===== src/rtl/mux2_rr_arbiter_pkg.sv =====
// Shared constants and types for the two-requester round-robin arbiter.
// Source encoding, default widths and output-stage state.
package mux2_rr_arbiter_pkg;

  localparam logic SRC_A = 1'b1;
  localparam logic SRC_B = 1'b0;

  localparam int DEF_DATA_W = 64;
  localparam int DEF_CNT_W  = 16;

  typedef enum logic {
    EMPTY = 1'b0,
    FULL  = 1'b1
  } state_e;

endpackage


===== src/rtl/mux2_rr_arbiter_if.sv =====
// Bundle of requester A/B, output stage and counter signals.
// slave: arbiter view; master: producers/consumer view.
interface mux2_rr_arbiter_if
  import mux2_rr_arbiter_pkg::*;
#(
  parameter int DATA_W = DEF_DATA_W,
  parameter int CNT_W  = DEF_CNT_W
);

  logic              a_valid;
  logic [DATA_W-1:0] a_data;
  logic              a_ready;
  logic              b_valid;
  logic [DATA_W-1:0] b_data;
  logic              b_ready;
  logic              sel;
  logic              out_valid;
  logic [DATA_W-1:0] out_data;
  logic              out_src;
  logic              out_ready;
  logic [CNT_W-1:0]  cnt_a;
  logic [CNT_W-1:0]  cnt_b;

  modport slave (
    input  a_valid, a_data,
    input  b_valid, b_data,
    input  out_ready,
    output a_ready, b_ready, sel,
    output out_valid, out_data, out_src,
    output cnt_a, cnt_b
  );

  modport master (
    output a_valid, a_data,
    output b_valid, b_data,
    output out_ready,
    input  a_ready, b_ready, sel,
    input  out_valid, out_data, out_src,
    input  cnt_a, cnt_b
  );

endinterface


===== src/rtl/mux2_rr_arbiter_pick.sv =====
// Two-way round-robin pick: last_a_i=0 favours A on conflict.
// Ports: a_valid_i, b_valid_i, last_a_i, en_i -> grant_a_o, grant_b_o.
module rr_pick2 (
  input  logic a_valid_i,
  input  logic b_valid_i,
  input  logic last_a_i,
  input  logic en_i,
  output logic grant_a_o,
  output logic grant_b_o
);

  logic pick_a;

  // A wins when alone, or on conflict when B went last
  assign pick_a    = a_valid_i & (~b_valid_i | ~last_a_i);
  assign grant_a_o = en_i & pick_a;
  assign grant_b_o = en_i & b_valid_i & ~pick_a;

endmodule


===== src/rtl/mux2_rr_arbiter.sv =====
// Round-robin 2:1 arbiter with one-entry registered output stage.
// Ports: clk, rst_n, bus (slave: A/B requests, out_*, cnt_a/cnt_b).
module mux2_rr_arbiter
  import mux2_rr_arbiter_pkg::*;
#(
  parameter int DATA_W = DEF_DATA_W,
  parameter int CNT_W  = DEF_CNT_W
) (
  input  logic              clk,
  input  logic              rst_n,
  mux2_rr_arbiter_if.slave  bus
);

  state_e            state_q, state_d;
  logic [DATA_W-1:0] data_q, data_d;
  logic              src_q, src_d;
  logic              last_a_q, last_a_d;
  logic [CNT_W-1:0]  cnt_a_q, cnt_a_d;
  logic [CNT_W-1:0]  cnt_b_q, cnt_b_d;

  logic out_valid;
  logic can_load;
  logic grant_a;
  logic grant_b;
  logic grant;

  assign can_load = ~out_valid | bus.out_ready;
  assign grant    = grant_a | grant_b;

  rr_pick2 u_pick (
    .a_valid_i (bus.a_valid),
    .b_valid_i (bus.b_valid),
    .last_a_i  (last_a_q),
    .en_i      (can_load),
    .grant_a_o (grant_a),
    .grant_b_o (grant_b)
  );

  always_ff @(posedge clk or negedge rst_n) begin
    if (!rst_n) begin
      state_q  <= EMPTY;
      data_q   <= '0;
      src_q    <= SRC_B;
      last_a_q <= 1'b0;
      cnt_a_q  <= '0;
      cnt_b_q  <= '0;
    end else begin
      state_q  <= state_d;
      data_q   <= data_d;
      src_q    <= src_d;
      last_a_q <= last_a_d;
      cnt_a_q  <= cnt_a_d;
      cnt_b_q  <= cnt_b_d;
    end
  end

  always_comb begin
    state_d = state_q;
    unique case (state_q)
      EMPTY: if (grant) state_d = FULL;
      FULL:  if (bus.out_ready && !grant) state_d = EMPTY;
      default: state_d = EMPTY;
    endcase
  end

  always_comb begin
    out_valid = (state_q == FULL);
  end

  always_comb begin
    data_d   = data_q;
    src_d    = src_q;
    last_a_d = last_a_q;
    cnt_a_d  = cnt_a_q;
    cnt_b_d  = cnt_b_q;
    if (grant) begin
      data_d   = grant_a ? bus.a_data : bus.b_data;
      src_d    = grant_a ? SRC_A : SRC_B;
      last_a_d = grant_a;
    end
    if (grant_a) cnt_a_d = cnt_a_q + CNT_W'(1);
    if (grant_b) cnt_b_d = cnt_b_q + CNT_W'(1);
  end

  assign bus.a_ready   = grant_a;
  assign bus.b_ready   = grant_b;
  assign bus.sel       = grant_a;
  assign bus.out_valid = out_valid;
  assign bus.out_data  = data_q;
  assign bus.out_src   = src_q;
  assign bus.cnt_a     = cnt_a_q;
  assign bus.cnt_b     = cnt_b_q;

endmodule

===== src/flat_wrapper.sv =====
// flat-port wrapper written by rule: the top's interface ports become plain ports
module mux2_rr_arbiter_flat import mux2_rr_arbiter_pkg::*;
#(
  parameter int DATA_W = DEF_DATA_W,
  parameter int CNT_W  = DEF_CNT_W
)
  (clk, rst_n, bus_a_valid, bus_a_data, bus_b_valid, bus_b_data, bus_out_ready, bus_a_ready, bus_b_ready, bus_sel, bus_out_valid, bus_out_data, bus_out_src, bus_cnt_a, bus_cnt_b);
  mux2_rr_arbiter_if #(.DATA_W(DATA_W), .CNT_W(CNT_W)) bus_i ();
  input  logic clk;
  input  logic rst_n;
  input wire logic [$bits(bus_i.a_valid)-1:0] bus_a_valid;
  input wire logic [$bits(bus_i.a_data)-1:0] bus_a_data;
  input wire logic [$bits(bus_i.b_valid)-1:0] bus_b_valid;
  input wire logic [$bits(bus_i.b_data)-1:0] bus_b_data;
  input wire logic [$bits(bus_i.out_ready)-1:0] bus_out_ready;
  output wire logic [$bits(bus_i.a_ready)-1:0] bus_a_ready;
  output wire logic [$bits(bus_i.b_ready)-1:0] bus_b_ready;
  output wire logic [$bits(bus_i.sel)-1:0] bus_sel;
  output wire logic [$bits(bus_i.out_valid)-1:0] bus_out_valid;
  output wire logic [$bits(bus_i.out_data)-1:0] bus_out_data;
  output wire logic [$bits(bus_i.out_src)-1:0] bus_out_src;
  output wire logic [$bits(bus_i.cnt_a)-1:0] bus_cnt_a;
  output wire logic [$bits(bus_i.cnt_b)-1:0] bus_cnt_b;
  assign bus_i.a_valid = bus_a_valid;
  assign bus_i.a_data = bus_a_data;
  assign bus_i.b_valid = bus_b_valid;
  assign bus_i.b_data = bus_b_data;
  assign bus_i.out_ready = bus_out_ready;
  assign bus_a_ready = bus_i.a_ready;
  assign bus_b_ready = bus_i.b_ready;
  assign bus_sel = bus_i.sel;
  assign bus_out_valid = bus_i.out_valid;
  assign bus_out_data = bus_i.out_data;
  assign bus_out_src = bus_i.out_src;
  assign bus_cnt_a = bus_i.cnt_a;
  assign bus_cnt_b = bus_i.cnt_b;
  mux2_rr_arbiter #(.DATA_W(DATA_W), .CNT_W(CNT_W)) u_core (.clk(clk), .rst_n(rst_n), .bus(bus_i));
endmodule

===== config.mk =====
export PLATFORM = sky130hd
export DESIGN_NAME = mux2_rr_arbiter_flat
export DESIGN_NICKNAME = d
export VERILOG_FILES = /design/src/rtl/mux2_rr_arbiter_pkg.sv /design/src/rtl/mux2_rr_arbiter_if.sv /design/src/rtl/mux2_rr_arbiter_pick.sv /design/src/rtl/mux2_rr_arbiter.sv /design/src/flat_wrapper.sv
export SDC_FILE = /design/constraint.sdc
export NUM_CORES = 1
export LEC_CHECK = 0
export CAP_MARGIN = 10
export CELL_PAD_IN_SITES_DETAIL_PLACEMENT = 1
export CELL_PAD_IN_SITES_GLOBAL_PLACEMENT = 2
export CORE_UTILIZATION = 25
export CTS_BUF_LIST = sky130_fd_sc_hd__clkbuf_4 sky130_fd_sc_hd__clkbuf_8
export CTS_CLUSTER_DIAMETER = 120
export DETAILED_ROUTE_END_ITERATION = 6
export GPL_TIMING_DRIVEN = 0
export PLACE_DENSITY = 0.93
export SLEW_MARGIN = 20
export SYNTH_ARGS = -nofsm -noshare
export SYNTH_HDL_FRONTEND = slang
export SYNTH_SLANG_ARGS = --single-unit

===== constraint.sdc =====
create_clock -name clk -period 2.2 [get_ports clk]
set_input_delay 0.22 -clock clk [delete_from_list [all_inputs] [get_ports clk]]
set_output_delay 0.22 -clock clk [all_outputs]
set_load 0.01 [all_outputs]

## Word level (Yosys, flattened, before mapping)

Cells that the tools add are included.

- Word-level logic and storage cells: 26
- Bits of input ports: 133
- Register bits: 99
- Output and inout bits: 101

- Bitwise logic cells: 11
- Add/subtract/negate cells: 2
- Muxes and demuxes: 5
- Reductions and logical operators: 2

Operator list:

| operator | count |
|---|---|
| 64-bit 2-to-1 mux | 1 |
| 16-bit by 1-bit adder with 16-bit output, second input constant | 2 |
| 1-bit AND | 4 |
| 1-bit NOT | 4 |
| 1-bit 2-to-1 mux | 3 |
| 1-bit bitwise OR | 3 |
| 1-bit one-hot mux with 2 select lines | 1 |
| 1-bit logical AND | 1 |
| 1-bit zero test | 1 |

## Logic depth before layout (Yosys ltp)

- Depth after elaboration: 10
- Gate-level depth with buffers: 8
- Gate-level depth less buffers: 5

## Modules after synthesis

Synthesis repeated with hierarchy kept, for this count alone.

- Cell total of the unflattened synthesis: 408
- Area total of the unflattened synthesis: 4376.7 µm²

By module, submodules not included:

| module | area an instance (µm²) | times used | cells an instance | sequential area each (µm²) |
|---|---|---|---|---|
| mux2_rr_arbiter | 4355.4 | 1 | 403 | 2452.4 |
| rr_pick2 | 21.3 | 1 | 5 | 0.0 |

## Worst setup path before layout

Ideal clock, no wire load.

- Kind: register to register
- From: reg u_core.last_a_q
- To: reg u_core.data_q[26] (netlist: u_core.bus.out_data[26])
- Setup slack: 0.781 ns
- Required time: 2.080 ns
- Cell stages (with the launch flop): 8
- Clock period less this slack: 1.419 ns
- Data arrival time: 1.300 ns
- Path through: dfrtp_1 > nand2b_2 > nand3_4 > inv_2 > buf_6 > buf_12 > a21oi_2 > a21oi_2

- Longest elaborated chain between the ends: 6
- Elaborated cells between the ends (all ways): 8
- Those cells by class: 1 x mux; 7 x bitwise

RTL lines:

| what | RTL line | text |
|---|---|---|
| from (decl) | mux2_rr_arbiter.sv:17 | `logic last_a_q, last_a_d;` |
| from (signal assigned) | mux2_rr_arbiter.sv:51 | `last_a_q <= last_a_d;` |
| 1-bit NOT (*) | mux2_rr_arbiter_pick.sv:15 | `assign pick_a = a_valid_i & (~b_valid_i \| ~last_a_i);` |
| 1-bit bitwise OR (*) | mux2_rr_arbiter_pick.sv:15 |  |
| 1-bit AND (*) | mux2_rr_arbiter_pick.sv:15 |  |
| 1-bit NOT | mux2_rr_arbiter_pick.sv:17 | `assign grant_b_o = en_i & b_valid_i & ~pick_a;` |
| 1-bit AND | mux2_rr_arbiter_pick.sv:17 |  |
| 1-bit bitwise OR | mux2_rr_arbiter.sv:28 | `assign grant = grant_a \| grant_b;` |
| to (signal assigned) | mux2_rr_arbiter.sv:49 | `data_q <= data_d;` |
| to (decl) | mux2_rr_arbiter.sv:15 | `logic [DATA_W-1:0] data_q, data_d;` |

Every way passes the cells marked *; elsewhere a longest branch is shown, timed or not.
A chain may end at the register's enable or synchronous reset.

## Worst setup path after layout

- From: in bus_b_valid
- To: out bus_sel

- Longest elaborated chain between the ends: 4

RTL lines:

| what | RTL line | text |
|---|---|---|
| from (decl) | flat_wrapper.sv:13 | `input wire logic [$bits(bus_i.b_valid)-1:0] bus_b_valid;` |
| 1-bit NOT | mux2_rr_arbiter_pick.sv:15 |  |
| 1-bit bitwise OR | mux2_rr_arbiter_pick.sv:15 |  |
| 1-bit AND | mux2_rr_arbiter_pick.sv:15 |  |
| 1-bit AND | mux2_rr_arbiter_pick.sv:16 | `assign grant_a_o = en_i & pick_a;` |
| to (decl) | flat_wrapper.sv:18 | `output wire logic [$bits(bus_i.sel)-1:0] bus_sel;` |

Every way passes these cells.

==> flow_metrics.env <==
export IMPL_slowest_stage="clkdlybuf4s50_1"
export IMPL_maxCapViolations=0
export IMPL_initial_core_util_pct=25.5
export IMPL_clock_insertion_delay_worst_skew_ps=370
export IMPL_netlist_area_leader_share_pct=51.5
export IMPL_synthCells=490
export IMPL_critical_path_endpoint_type="output pin"
export IMPL_postLayoutCellArea_um2=7700
export IMPL_synth_cell_area_um2=4760
export IMPL_buffer_levels_on_the_longest_clock_path=2
export IMPL_final_net_count=872
export IMPL_die_w_um=140
export IMPL_timing_fmax_ghz=0.509
export IMPL_grt_overflow_total=0
export IMPL_critical_path_class="input pin to output pin"
export IMPL_dpl_cell_area_um2=7420
export IMPL_yosys_warnings=0
export IMPL_setup_viol=0
export IMPL_grt_antenna_before_repair=0
export IMPL_synth_lib_cells_used_distinct=34
export IMPL_synth_seq_area_share_pct=51.5
export IMPL_die_height_um=140
export IMPL_power_sequential_fraction_pct=41.1
export IMPL_clock_tree_htree_level_count=3
export IMPL_grt_pass1_wl_um=26300
export IMPL_netSwitchingPower_uw=1940
export IMPL_finalHoldViolations=0
export IMPL_coreArea_um2=18700
export IMPL_io_buffers=233
export IMPL_firstDrtPassIters=4
export IMPL_post_place_ws_ps=-392
export IMPL_min_period_over_period_pct=89.3
export IMPL_maximum_number_of_pins_on_one_net_before_global_route_repair=56
export IMPL_post_synth_main_area_contributors="dfrtp_1 51%, a21oi_2 11%, a21oi_1 7.2%"
export IMPL_min_period_ps=1960
export IMPL_worst_setup_path_start_kind="input pin"
export IMPL_holdCritPathClass="input pin to async pin"
export IMPL_vdd_ir_drop_worst_v=0.000388
export IMPL_worstPathRequired_ps=1980
export IMPL_intPower_uw=4020
export IMPL_cts_tree="done"
export IMPL_critical_path_arrival_ps=1740
export IMPL_maxSlewHeadroom_pct=68.4
export IMPL_setup_ws_ps=236
export IMPL_cp_cell_sequence="clkdlybuf4s50_1 -> nand2_1 -> nand3_4 -> inv_4 -> buf_12 -> buf_4 -> dlygate4sd2_1"
export IMPL_comb_power_share_pct=36.6
export IMPL_detailed_place_hpwl_um=12400
export IMPL_detailroute_via_count=4475
export IMPL_iter_0_drt_violations=126
export IMPL_power_share_clock_pct=22.2
export IMPL_vias_in_the_first_global_route=4870
export IMPL_outcome="finished clean"
export IMPL_ios=234
export IMPL_swShare_pct=32.5
export IMPL_tritoncts_num_buffers=9
export IMPL_ratio_of_cells_with_drive_above_1_in_the_final_layout_pct=16.1
export IMPL_ant_nets=0
export IMPL_root_buffer="clkbuf_8"
export IMPL_synth_nets=625
export IMPL_worst_slew_pin_slew_ps=475
export IMPL_timing_critical_path_fanout_max=11
export IMPL_dieArea_um2=19600
export IMPL_synth_top_area_cell="dfrtp_1"
export IMPL_powerDensity_nw_per_um2=775
export IMPL_fin_worst_hold_slack_ps=327
export IMPL_total_power_uw=5960
export IMPL_synthesis_area_per_instance_um2=9.72
export IMPL_finalMaxSlewViolations=0
export IMPL_cts_reportedPaths_clkPinSlew_ps=100
export IMPL_clkSinkCount=98
export IMPL_diodes=0
export IMPL_place_congestion=0.769
export IMPL_rsz0062_at_grt="no"
export IMPL_detailed_route_wl_um=16300
export IMPL_post_route_drc_count=0
export IMPL_placed_cells_incl_taps=958
export IMPL_area_growth_syn_to_layout_pct=61.6
export IMPL_rows=50
export IMPL_count_of_non_filler_cells_in_the_finished_layout=975
export IMPL_grtUsageTotal_pct=17.2
export IMPL_detail_route_vias_per_cell=4.59
export IMPL_synth_seq_cells=98
export IMPL_power_leakage_uw=0.00323
export IMPL_fin_worst_skew_ps=11.1
export IMPL_critPathMaxStageDelay_ps=610
export IMPL_wire_per_inst_um=16.7
placed cells by master, fill, tap and decap left out, drive strengths merged, types with 2 or more instances in the layout:
cell and instances:
xnor2 19, and3 5, bufinv 2, clkbuf 11, nor2 67, dlymetal6s2s 2, nand2b 2, xor2 11
nand3 8, nand4 12, a21oi 129, ha 2, nor4 4, dfrtp 98, clkdlybuf4s50 229, buf 32
nor3 6, and2 2, clkinv 2, and4 2, nand2 83, inv 5
through the flow:
stage | util, % | TNS, ps
final | 41.2 | 0
after detailed placement | 39.7 | -851
after global placement | 39.5 | -315040
after global routing | 41.2 | 0
after CTS | 41.1 | 0
after floorplan | - | 0
critical path, delay by kind of cell:
kind          cells  cell delay, ps
simple gates      2             330
buf+inv           5            1190
state kept, by name, indices dropped and copies added, names as in the netlist:
signal,count
u_core.bus.out_valid,1
u_core.bus.cnt_b,16
u_core.bus.cnt_a,16
u_core.bus.out_data,64
u_core.last_a_q,1
timing repair:
item / in CTS / in global routing
setup buffers: 2 / 0
hold buffers: 1 / 0
endpoints found under the setup margin: 3 / 2
pin swaps: 0 / 0
hold endpoints to repair: 43 / 0
gates resized for setup: 10 / 4
logic make-up (layout without fill, tap and decap cells):
family	Yosys count	after routing	share of synthesized area [%]
buf+inv	35	286	5.17
flops	98	98	51.5
simple gates	195	195	18.9
xor+xnor	30	30	5.51
compound gates	130	130	18.4
fa+ha+maj	2	2	0.525
synth_stat cells:
cell type   n
dfrtp_1    98
nand2_1    83
a21oi_1    69
nor2_1     67
a21oi_2    60
xnor2_1    19
buf_2      17
nand4_1    11
xor2_1     11
and3_1      5
nand3_1     5
nor3_1      5
buf_4       4
buf_6       4
nor4_2      4
buf_12      3
and2_1      2
and4_1      2
clkbuf_1    2
ha_1        2
inv_1       2
inv_2       2
nand3_2     2
a31oi_1     1
and4bb_2    1
buf_1       1
nand2b_1    1
nand2b_2    1
nand3_4     1
nand4_2     1
nor2b_1     1
nor3_2      1
nor3b_1     1
or3_1       1
cell type report:
type                    instances  area (µm²)
fillers                      2123       11000
plain buffers                  30         245
well taps                     234         293
clock inverters                 6        90.1
multi-input cells             357        2070
inverters                       4        30.0
flip-flops and latches         98        2450
repair buffers                237        2390
clock buffers                   9         124
power by group through the flow:
stage	Sequential, µW	Combinational [µW]	Clock [µW]
after floorplan	2620	736	0
after global placement	2480	2160	0
after detailed placement	2490	2200	0
after CTS	2460	2230	1380
after global routing	2510	2370	1460
final	2450	2180	1330
routing by layer:
layer,vias up,global-route usage (%),wire length [µm]
met4,0,4.97,267
met1,2182,21.1,7120
met2,139,29.3,7930
met3,16,4.82,1010
li1,2138,-,-
met5,-,0,0
final timing paths:
check	from	endpoint	slack [ps]	cells after the start
min	rst_n	u_core.bus.cnt_b[4]$_DFFE_PN0P_	330	2
min in group clk	bus_a_data[14]	u_core.bus.out_data[14]$_DFFE_PN0P_	410	3
max reg2reg	u_core.last_a_q$_DFFE_PN0P_	u_core.bus.out_data[55]$_DFFE_PN0P_	520	7
max	bus_b_valid	bus_sel	240	7
min reg2reg	u_core.bus.cnt_a[15]$_DFFE_PN0N_	u_core.bus.cnt_a[15]$_DFFE_PN0N_	480	1
max in group asynchronous	rst_n	u_core.bus.out_data[40]$_DFFE_PN0P_	1220	3
Power figures use the tool's default switching activity.
